<file path="config.mk">
export PLATFORM = sky130hd
export DESIGN_NAME = multicycle_seq
export DESIGN_NICKNAME = d
export VERILOG_FILES = /design/src/rtl/core_pkg.sv /design/src/rtl/seq_watchdog.sv /design/src/rtl/multicycle_seq.sv
export SDC_FILE = /design/constraint.sdc
export NUM_CORES = 1
export LEC_CHECK = 0
export CAP_MARGIN = 20
export CORE_MARGIN = 3
export CORE_UTILIZATION = 53
export DETAILED_ROUTE_END_ITERATION = 8
export PLACE_DENSITY_LB_ADDON = 0.05
export SKIP_LAST_GASP = 1
export SYNTH_ARGS = -nofsm -noshare
export SYNTH_HDL_FRONTEND = slang
export SYNTH_HIERARCHICAL = 1
export SYNTH_SLANG_ARGS = --single-unit
export TNS_END_PERCENT = 10
</file>
<file path="constraint.sdc">
create_clock -name clk -period 5.3 [get_ports clk]
set_input_delay 1.325 -clock clk [delete_from_list [all_inputs] [get_ports clk]]
set_output_delay 1.325 -clock clk [all_outputs]
set_load 0.03 [all_outputs]
</file>
<file path="src/rtl/core_pkg.sv">
// Shared types and encodings for the RV32I multi-cycle core.
// Sequencer states, major opcodes and datapath mux selects.
package core_pkg;

    typedef enum logic [2:0] {
        FETCH,
        DECODE,
        EXECUTE,
        MEMORY,
        WRITEBACK,
        HALT
    } seq_state_t;

    localparam logic [6:0] OP_R      = 7'b0110011;
    localparam logic [6:0] OP_IMM    = 7'b0010011;
    localparam logic [6:0] OP_LOAD   = 7'b0000011;
    localparam logic [6:0] OP_STORE  = 7'b0100011;
    localparam logic [6:0] OP_BRANCH = 7'b1100011;
    localparam logic [6:0] OP_JAL    = 7'b1101111;
    localparam logic [6:0] OP_JALR   = 7'b1100111;
    localparam logic [6:0] OP_LUI    = 7'b0110111;
    localparam logic [6:0] OP_AUIPC  = 7'b0010111;
    localparam logic [6:0] OP_SYSTEM = 7'b1110011;

    localparam logic ADDR_PC   = 1'b0;
    localparam logic ADDR_ALU  = 1'b1;
    localparam logic PC_PLUS4  = 1'b0;
    localparam logic PC_TARGET = 1'b1;

    function automatic logic op_legal(input logic [6:0] op);
        case (op)
            OP_R, OP_IMM, OP_LOAD, OP_STORE, OP_BRANCH,
            OP_JAL, OP_JALR, OP_LUI, OP_AUIPC, OP_SYSTEM:
                op_legal = 1'b1;
            default:
                op_legal = 1'b0;
        endcase
    endfunction

endpackage

</file>
<file path="src/rtl/seq_watchdog.sv">
// Memory handshake watchdog for the multi-cycle sequencer.
// Expires on the TIMEOUT-th consecutive wait cycle; TIMEOUT=0 disables it.
module seq_watchdog #(
    parameter int TIMEOUT = 16
) (
    input  logic clk,
    input  logic rst_n,
    input  logic clr,
    input  logic en,
    output logic expire
);

    localparam int TW = (TIMEOUT > 1) ? $clog2(TIMEOUT) : 1;
    localparam logic [TW-1:0] LAST = TW'((TIMEOUT > 0) ? TIMEOUT - 1 : 0);
    localparam logic ARMED = (TIMEOUT > 0);

    logic [TW-1:0] timer;

    assign expire = ARMED & en & (timer == LAST);

    // Count wait cycles; a state change restarts the count.
    always_ff @(posedge clk or negedge rst_n) begin
        if (!rst_n) begin
            timer <= '0;
        end else if (clr) begin
            timer <= '0;
        end else if (ARMED && en && !expire) begin
            timer <= timer + 1'b1;
        end
    end

endmodule

</file>
<file path="src/rtl/multicycle_seq.sv">
// Multi-cycle FETCH/DECODE/EXECUTE/MEMORY/WRITEBACK sequencer.
// Drives datapath strobes and the shared memory port; counts retires.
module multicycle_seq #(
    parameter int INSTRET_W = 32,
    parameter int TIMEOUT   = 16
) (
    input  logic                 clk,
    input  logic                 rst_n,
    input  logic [6:0]           opcode,
    input  logic                 reg_write,
    input  logic                 mem_read,
    input  logic                 mem_write,
    input  logic                 branch,
    input  logic                 jump,
    input  logic                 br_cond,
    input  logic                 mem_ready,
    output logic                 mem_req,
    output logic                 mem_we,
    output logic                 addr_sel,
    output logic                 ir_we,
    output logic                 pc_we,
    output logic                 pc_sel,
    output logic                 rf_we,
    output logic                 halted,
    output logic                 illegal,
    output logic                 bus_err,
    output logic [INSTRET_W-1:0] instret
);

    import core_pkg::*;

    seq_state_t state;
    seq_state_t nxt;
    logic       take;
    logic       take_now;
    logic       retire;
    logic       wd_en;
    logic       wd_clr;
    logic       expire;

    assign take_now = jump | (branch & br_cond);
    assign wd_en    = ((state == FETCH) || (state == MEMORY)) & ~mem_ready;
    assign wd_clr   = (nxt != state);

    seq_watchdog #(
        .TIMEOUT (TIMEOUT)
    ) u_wd (
        .clk    (clk),
        .rst_n  (rst_n),
        .clr    (wd_clr),
        .en     (wd_en),
        .expire (expire)
    );

    // Next state and strobes; strobes are held low while reset is asserted.
    always_comb begin
        nxt      = state;
        retire   = 1'b0;
        mem_req  = 1'b0;
        mem_we   = 1'b0;
        addr_sel = ADDR_PC;
        ir_we    = 1'b0;
        pc_we    = 1'b0;
        pc_sel   = PC_PLUS4;
        rf_we    = 1'b0;
        unique case (state)
            FETCH: begin
                mem_req  = 1'b1;
                addr_sel = ADDR_PC;
                if (mem_ready) begin
                    ir_we = 1'b1;
                    nxt   = DECODE;
                end else if (expire) begin
                    nxt = HALT;
                end
            end
            DECODE: begin
                if (!op_legal(opcode)) begin
                    nxt = HALT;
                end else if (opcode == OP_SYSTEM) begin
                    retire = 1'b1;
                    nxt    = HALT;
                end else begin
                    nxt = EXECUTE;
                end
            end
            EXECUTE: begin
                if (mem_read || mem_write) begin
                    nxt = MEMORY;
                end else if (reg_write) begin
                    nxt = WRITEBACK;
                end else begin
                    pc_we  = 1'b1;
                    pc_sel = take_now;
                    retire = 1'b1;
                    nxt    = FETCH;
                end
            end
            MEMORY: begin
                mem_req  = 1'b1;
                mem_we   = mem_write;
                addr_sel = ADDR_ALU;
                if (mem_ready) begin
                    if (mem_read) begin
                        nxt = WRITEBACK;
                    end else begin
                        pc_we  = 1'b1;
                        pc_sel = PC_PLUS4;
                        retire = 1'b1;
                        nxt    = FETCH;
                    end
                end else if (expire) begin
                    nxt = HALT;
                end
            end
            WRITEBACK: begin
                rf_we  = 1'b1;
                pc_we  = 1'b1;
                pc_sel = take;
                retire = 1'b1;
                nxt    = FETCH;
            end
            HALT: begin
                nxt = HALT;
            end
            default: begin
                nxt = HALT;
            end
        endcase
        if (!rst_n) begin
            mem_req  = 1'b0;
            mem_we   = 1'b0;
            addr_sel = ADDR_PC;
            ir_we    = 1'b0;
            pc_we    = 1'b0;
            pc_sel   = PC_PLUS4;
            rf_we    = 1'b0;
        end
    end

    // State, branch decision, retire counter and sticky flags.
    always_ff @(posedge clk or negedge rst_n) begin
        if (!rst_n) begin
            state   <= FETCH;
            take    <= 1'b0;
            instret <= '0;
            halted  <= 1'b0;
            illegal <= 1'b0;
            bus_err <= 1'b0;
        end else begin
            state <= nxt;
            if (state == EXECUTE) begin
                take <= take_now;
            end
            if (retire) begin
                instret <= instret + 1'b1;
            end
            if (nxt == HALT) begin
                halted <= 1'b1;
            end
            if (state == DECODE && !op_legal(opcode)) begin
                illegal <= 1'b1;
            end
            if (expire) begin
                bus_err <= 1'b1;
            end
        end
    end

endmodule

</file>
==> metrics.txt, run 1 <==
FF+latch area roughly 0.0011 mm2; Hold Path Class register to register; core footprint 0.00414 mm2; Clock Tree Buf Depth 2; mux cell area share after synthesis 0.0197; placer congestion estimate 0.828; DR iter-0 viols 117; DR vias/cell around 5.8; setup bufs post-CTS 0; overall fraction of global-route tracks in use 0.206; sequential area share after synthesis 0.458; Slew Limit Fails 0; most frequent cell after synthesis dfrtp_1; CP most frequent cell clkdlybuf4s50_1; endpoints failing hold 0; synthesized area ~0.0023 mm2; EDFF count, synth 0; DRC Markers 0; CTS root buffer clkbuf_8; cts repair resizes 0; ys async rst share 1.00; drt first pass iters 4; die span in x between 70 and 80 um; H-tree level count 2; warnings from Yosys 6; vias in the first global route roughly 1800; slowest CP cell clkdlybuf4s50_1; Synth Area in Simple Gates 0.292; DRT antenna net count 0; Worst setup SP type input pin; Vias 1948; cts hold-fix bufs 0; Final Setup Violations 0; largest family of logic cells by synthesized area simple AND/OR/NAND/NOR gates; CP Capture Type output pin; relative slew slack 0.283; ratio of final minimum period to clock period 0.842; Power, Total around 960 uW; VDD IR-drop max 0.000264 V; Clk Latency, worst-skew pair 300 ps; launching point of the worst reg2reg path state[2]; first-pass GRT wire length about 8500 um; Compound-Gate Fraction of Synth Area 0.0725; fill count approximately 320; #FFs+latches synth between 40 and 50; worst path required time 3970 ps; Reg clk slew, reported paths approximately 80 ps; Worst Setup Path Type input pin to output pin; initial antenna violation count 0; delay of the slowest critical-path stage slightly above 700 ps; minimum clock period between 4000 and 5000 ps; Synth Instances 232; fraction of layout cells with a size suffix above 1 0.0799; PortBufs 57; crit path launch mem_ready; critical path arrival approximately 3100 ps; Final nets between 300 and 400; DP HPWL 3640 um; final clock skew between 9 and 10 ps; pwr dens around 320 mW/mm2; largest net degree at the start of global routing 31; TritonCTS clock tree yes; crit-path cells clkdlybuf4s50_1, a32oi_1, a21boi_0, clkdlybuf4s50_1; Hold Crit Start bus_err; Initial Utilization 0.567; largest area contributor in the synthesized netlist dfrtp_1; Antenna Cells 0; max-cap viol count 0; commonest cells in the synthesized netlist 43 x dfrtp_1, 29 x xnor2_1, 19 x nand4_1; Post-Synth Adder-Cell Area 0.0107; cts bufs inserted 5; Fmax approximately 0.22 GHz; outcome finished clean; Setup TNS Final 0 ps; IO Count just under 60; CTS Sinks 43; RSZ-0062 raised after global routing no; drt wl/cell around 15 um; num rows 23; Area contributors post-synth dfrtp_1 46%, xnor2_1 11%, nand4_1 5.1%; Most used DFF post-synth dfrtp_1; syn nets 250; multi-input logic area ~0.0012 mm2; Avg Cell Area, Syn 10.1 um2; WL final roughly 5000 um; Netlist cell types 48; Post-Synth XOR/XNOR Area 0.119; GRT overflow 0; Leak between 1 and 1.5 nW; Worst-Margin Slew 1070 ps; die height a little over 70 um; DIE AREA 0.00527 mm2; post-synth top area share 0.458; Max FO, Critical Path 9; synthesis-to-finish area growth 28.7%
-- path summary, 6_finish.rpt --
check	slack [ps]	depth (start not counted)	endpoint
max	840	4	pc_we
min	460	1	bus_err
max reg2reg	2700	5	instret[31]
min reg2reg	460	1	bus_err
max in group asynchronous	3610	2	instret[25]
min in group asynchronous	960	1	instret[6]
-- critical path, delay by kind of cell --
kind            cells  cell delay (ps)
buf+inv             2             1370
compound gates      2              440
-- metal layers --
| metal | wire (um) | vias up | share of wire | global-route usage |
|---|---|---|---|---|
| met1 | 2360 | 934 | 0.47 | 0.288 |
| met2 | 2280 | 55 | 0.46 | 0.314 |
| met5 | 0 | - | 0 | 0 |
| met4 | 50 | 0 | 0.010 | 0.0553 |
| li1 | - | 953 | - | - |
| met3 | 304 | 6 | 0.061 | 0.0637 |
-- cell families (layout without fill, tap and decap cells) --
| logic type | count (synthesis) | after routing |
|---|---|---|
| simple gates | 115 | 115 |
| compound gates | 23 | 23 |
| fa+ha+maj | 2 | 2 |
| buf+inv | 13 | 69 |
| xor+xnor | 32 | 32 |
| mux | 4 | 4 |
| flops | 43 | 43 |
-- report_power, final --
group | internal [mW] | total (mW) | switching, mW
Sequential | 0.362 | 0.424 | 0.0622
Clock | 0.0942 | 0.212 | 0.118
Combinational | 0.137 | 0.322 | 0.185
-- registers in the layout (all words and copies together) (netlist names) --
register	flops
illegal	1
state	3
u_wd/timer	4
halted	1
instret	32
take	1
bus_err	1
-- metrics by stage --
stage,area [um2],cells,setup slack (ps),hold slack [ps],utilization
3_3_place_gp,2930,330,907,449,0.707
5_1_grt,3020,338,742,481,0.729
2_1_floorplan,2350,232,1500,516,-
6_report,3020,338,836,461,0.729
4_1_cts,3020,338,876,469,0.729
3_5_place_dp,2930,330,879,450,0.707
-- cells in the final DEF, fill, tap and decap left out, drive strengths merged, types with 2 or more instances in the layout --
| master | n |
|---|---|
| nor3b | 3 |
| o21ai | 3 |
| mux2i | 2 |
| nand2b | 7 |
| nand2 | 17 |
| nand4b | 2 |
| ha | 2 |
| nor2b | 4 |
| nand3 | 16 |
| and4 | 7 |
| xor2 | 3 |
| buf | 2 |
| a31oi | 3 |
| dfrtp | 43 |
| and3 | 12 |
| inv | 4 |
| and2 | 5 |
| nor3 | 6 |
| a21oi | 6 |
| nand3b | 3 |
| nand4 | 19 |
| mux2 | 2 |
| nor2 | 9 |
| clkinvlp | 2 |
| xnor2 | 29 |
| nor4 | 2 |
| clkdlybuf4s50 | 56 |
| clkbuf | 5 |
-- final cells by class --
class | count | share of cell area
Clock inverter | 3 | 0.00786
Timing Repair Buffer | 58 | 0.190
Multi-Input combinational cell | 176 | 0.399
Sequential cell | 43 | 0.356
Tap cell | 50 | 0.0207
Clock buffer | 5 | 0.0228
Inverter | 3 | 0.00373
(Power assumes the default switching activity.)
==> inputs of run 2 (changes only) <==
CORE_UTILIZATION = 49   (was 53)
clock period = 4.2 ns   (was 5.3 ns; I/O delays follow)
==> run 2 against run 1 <==
Compared with the run above: critical path depth increased by 2; worst setup slack worse by 520 ps; non-clock buffer count increased by 3; via count decreased by 0.10%; sequential share of layout area is 0.29 points lower; count of clock-buffer cells in the layout stayed put; combinational power is 30% higher; sequential cell count unchanged; register-to-register slack worse by 1000 ps; total power increased by 27%; critical endpoint is now pc_sel; largest power group unchanged.
==> metrics.txt, run 2 (synthesis gave the netlist of run 1 again) <==
num rows 24 (+4.3%); core footprint 0.00450 mm2 (+8.7%); DRC Markers 0 (unchanged); most flop-heavy register instret; Top Registers instret x32, u_wd/timer x4, state x3; Leak 1.23 nW (+1.2%); CTS root buffer clkbuf_8; register share of total power 0.438 (-0.005); critical path arrival 2840 ps (-300 ps); outcome finished clean; H-tree level count 2 (unchanged); DP Area 0.00296 mm2 (+0.85%); Reg clk slew, reported paths 70 ps (about the same); Hold Path Class register to register; final clock skew 16.9 ps (+7.09 ps); DP HPWL 3660 um (+0.43%); Antenna Cells 0 (unchanged); Final nets 308 (+0.98%); first-pass GRT wire length 8340 um (-2.3%); Worst-Margin Slew 545 ps (-527 ps); RSZ-0062 raised after global routing no; Final Setup Violations 0 (unchanged); WL final 5040 um (+0.86%); most frequent cells in the layout 56 x clkdlybuf4s50_1, 43 x dfrtp_1, 29 x xnor2_1; cts bufs inserted 5 (unchanged); pwr dens 401 mW/mm2 (+26%); cts repair resizes 0 (unchanged); largest net degree at the start of global routing 31 (unchanged); vias in the first global route 1857 (+1.6%); Combinational Power Share 0.342 (+0.006); DR vias/cell 5.67 (-1.6%); P_int 754 uW (+27%); CP Capture Type output pin; die span in x 75.2 um (+3.7%); minimum clock period 3890 ps; multi-input logic area 0.00121 mm2 (unchanged); placer congestion estimate 0.805 (-2.8%); number of flip-flops in the largest register 32 (unchanged); cts hold-fix bufs 0 (unchanged); Slew Limit Fails 0 (unchanged); Clk pwr share 0.220 (-0.002); Setup TNS Final 0 ps (unchanged); synthesis-to-finish area growth 29.8%; VDD IR-drop max 0.000241 V (-8.5%); sw power 467 uW (+28%); relative slew slack 0.634 (+0.351); Worst setup SP type input pin; max-cap viol count 0 (unchanged); CTS Sinks 43 (unchanged); FF+latch area 0.00108 mm2 (unchanged); drt wl/cell 14.7 um (-0.61%); Clock Tree Buf Depth 2 (unchanged); fraction of layout cells with a size suffix above 1 0.0893 (+0.00949); DR iter-0 viols 92 (-21%); die height 75.2 um (+3.7%); ratio of final minimum period to clock period 0.925; overall fraction of global-route tracks in use 0.190 (-0.0164); IO Count 58 (unchanged); worst path required time 3150 ps (-820 ps); DIE AREA 0.00566 mm2 (+7.5%); drt first pass iters 4 (unchanged); setup bufs post-CTS 0 (unchanged); TritonCTS clock tree yes; Clk Latency, worst-skew pair 300 ps (about the same); Worst Setup Path Type input pin to output pin; GRT overflow 0 (unchanged); Fmax between 0.2 and 0.3 GHz; PortBufs 57 (unchanged); fill count 379 (+18%); Initial Utilization 0.521 (-0.0453); Max FO, Critical Path 4 (-5); initial antenna violation count 0 (unchanged); most common cell after layout, fill and taps aside clkdlybuf4s50_1; Vias 1946 (-0.10%); DRT antenna net count 0 (unchanged); endpoints failing hold 0 (unchanged); Final Cell Area 0.00305 mm2 (+0.83%); switch share 0.382 (+0.00149); Power, Total 1.22 mW (+27%)
run 2: changes by cell type in the layout (fill, tap and decap cells not counted), sizes merged:
cell / delta
buf: +3
run 2: final timing paths:
path,startpoint,end,slack (ps),cells after the start
setup / recovery,mem_read,pc_sel,310,6
hold reg to reg,bus_err,bus_err,460,1
max in group asynchronous,rst_n,state[1],2800,3
setup reg to reg,state[1],u_wd/timer[0],1660,7
min in group asynchronous,rst_n,u_wd/timer[3],590,1
hold / removal,bus_err,bus_err,460,1
run 2: layout make-up:
| type | instances | share of cell area |
|---|---|---|
| clock buffers | 5 | 0.0226 |
| clock inverters | 3 | 0.00780 |
| inverters | 3 | 0.00369 |
| multi-input cells | 176 | 0.396 |
| flip-flops and latches | 43 | 0.353 |
| well taps | 52 | 0.0213 |
| repair buffers | 61 | 0.195 |
run 2: critical path, cell delays in order:
cell	delay, ps
clkdlybuf4s50_1	450
nor2b_1	170
nand3_1	150
o21ai_0	200
and2_1	150
clkdlybuf4s50_1	660
run 2: layer usage:
| layer | routed length, um | track usage | vias up |
|---|---|---|---|
| met5 | 0 | 0 | - |
| met4 | 42 | 0.0466 | 0 |
| met3 | 262 | 0.0441 | 7 |
| met2 | 2220 | 0.296 | 49 |
| met1 | 2520 | 0.270 | 928 |
| li1 | - | - | 962 |
run 2: power groups by stage:
| stage | clock network [mW] | logic [mW] | registers (mW) |
|---|---|---|---|
| 2_1_floorplan | 0 | 0.264 | 0.553 |
| 3_3_place_gp | 0 | 0.412 | 0.542 |
| 3_5_place_dp | 0 | 0.418 | 0.542 |
| 4_1_cts | 0.276 | 0.418 | 0.534 |
| 5_1_grt | 0.290 | 0.458 | 0.543 |
| 6_report | 0.269 | 0.417 | 0.535 |
run 2: metrics by stage:
stage	utilization	instances	hold WS, ps	setup slack [ps]
6_report	0.677	343	465	314
5_1_grt	0.677	343	500	161
4_1_cts	0.677	343	470	297
3_5_place_dp	0.656	335	452	301
3_3_place_gp	0.656	335	450	351
2_1_floorplan	-	232	516	952
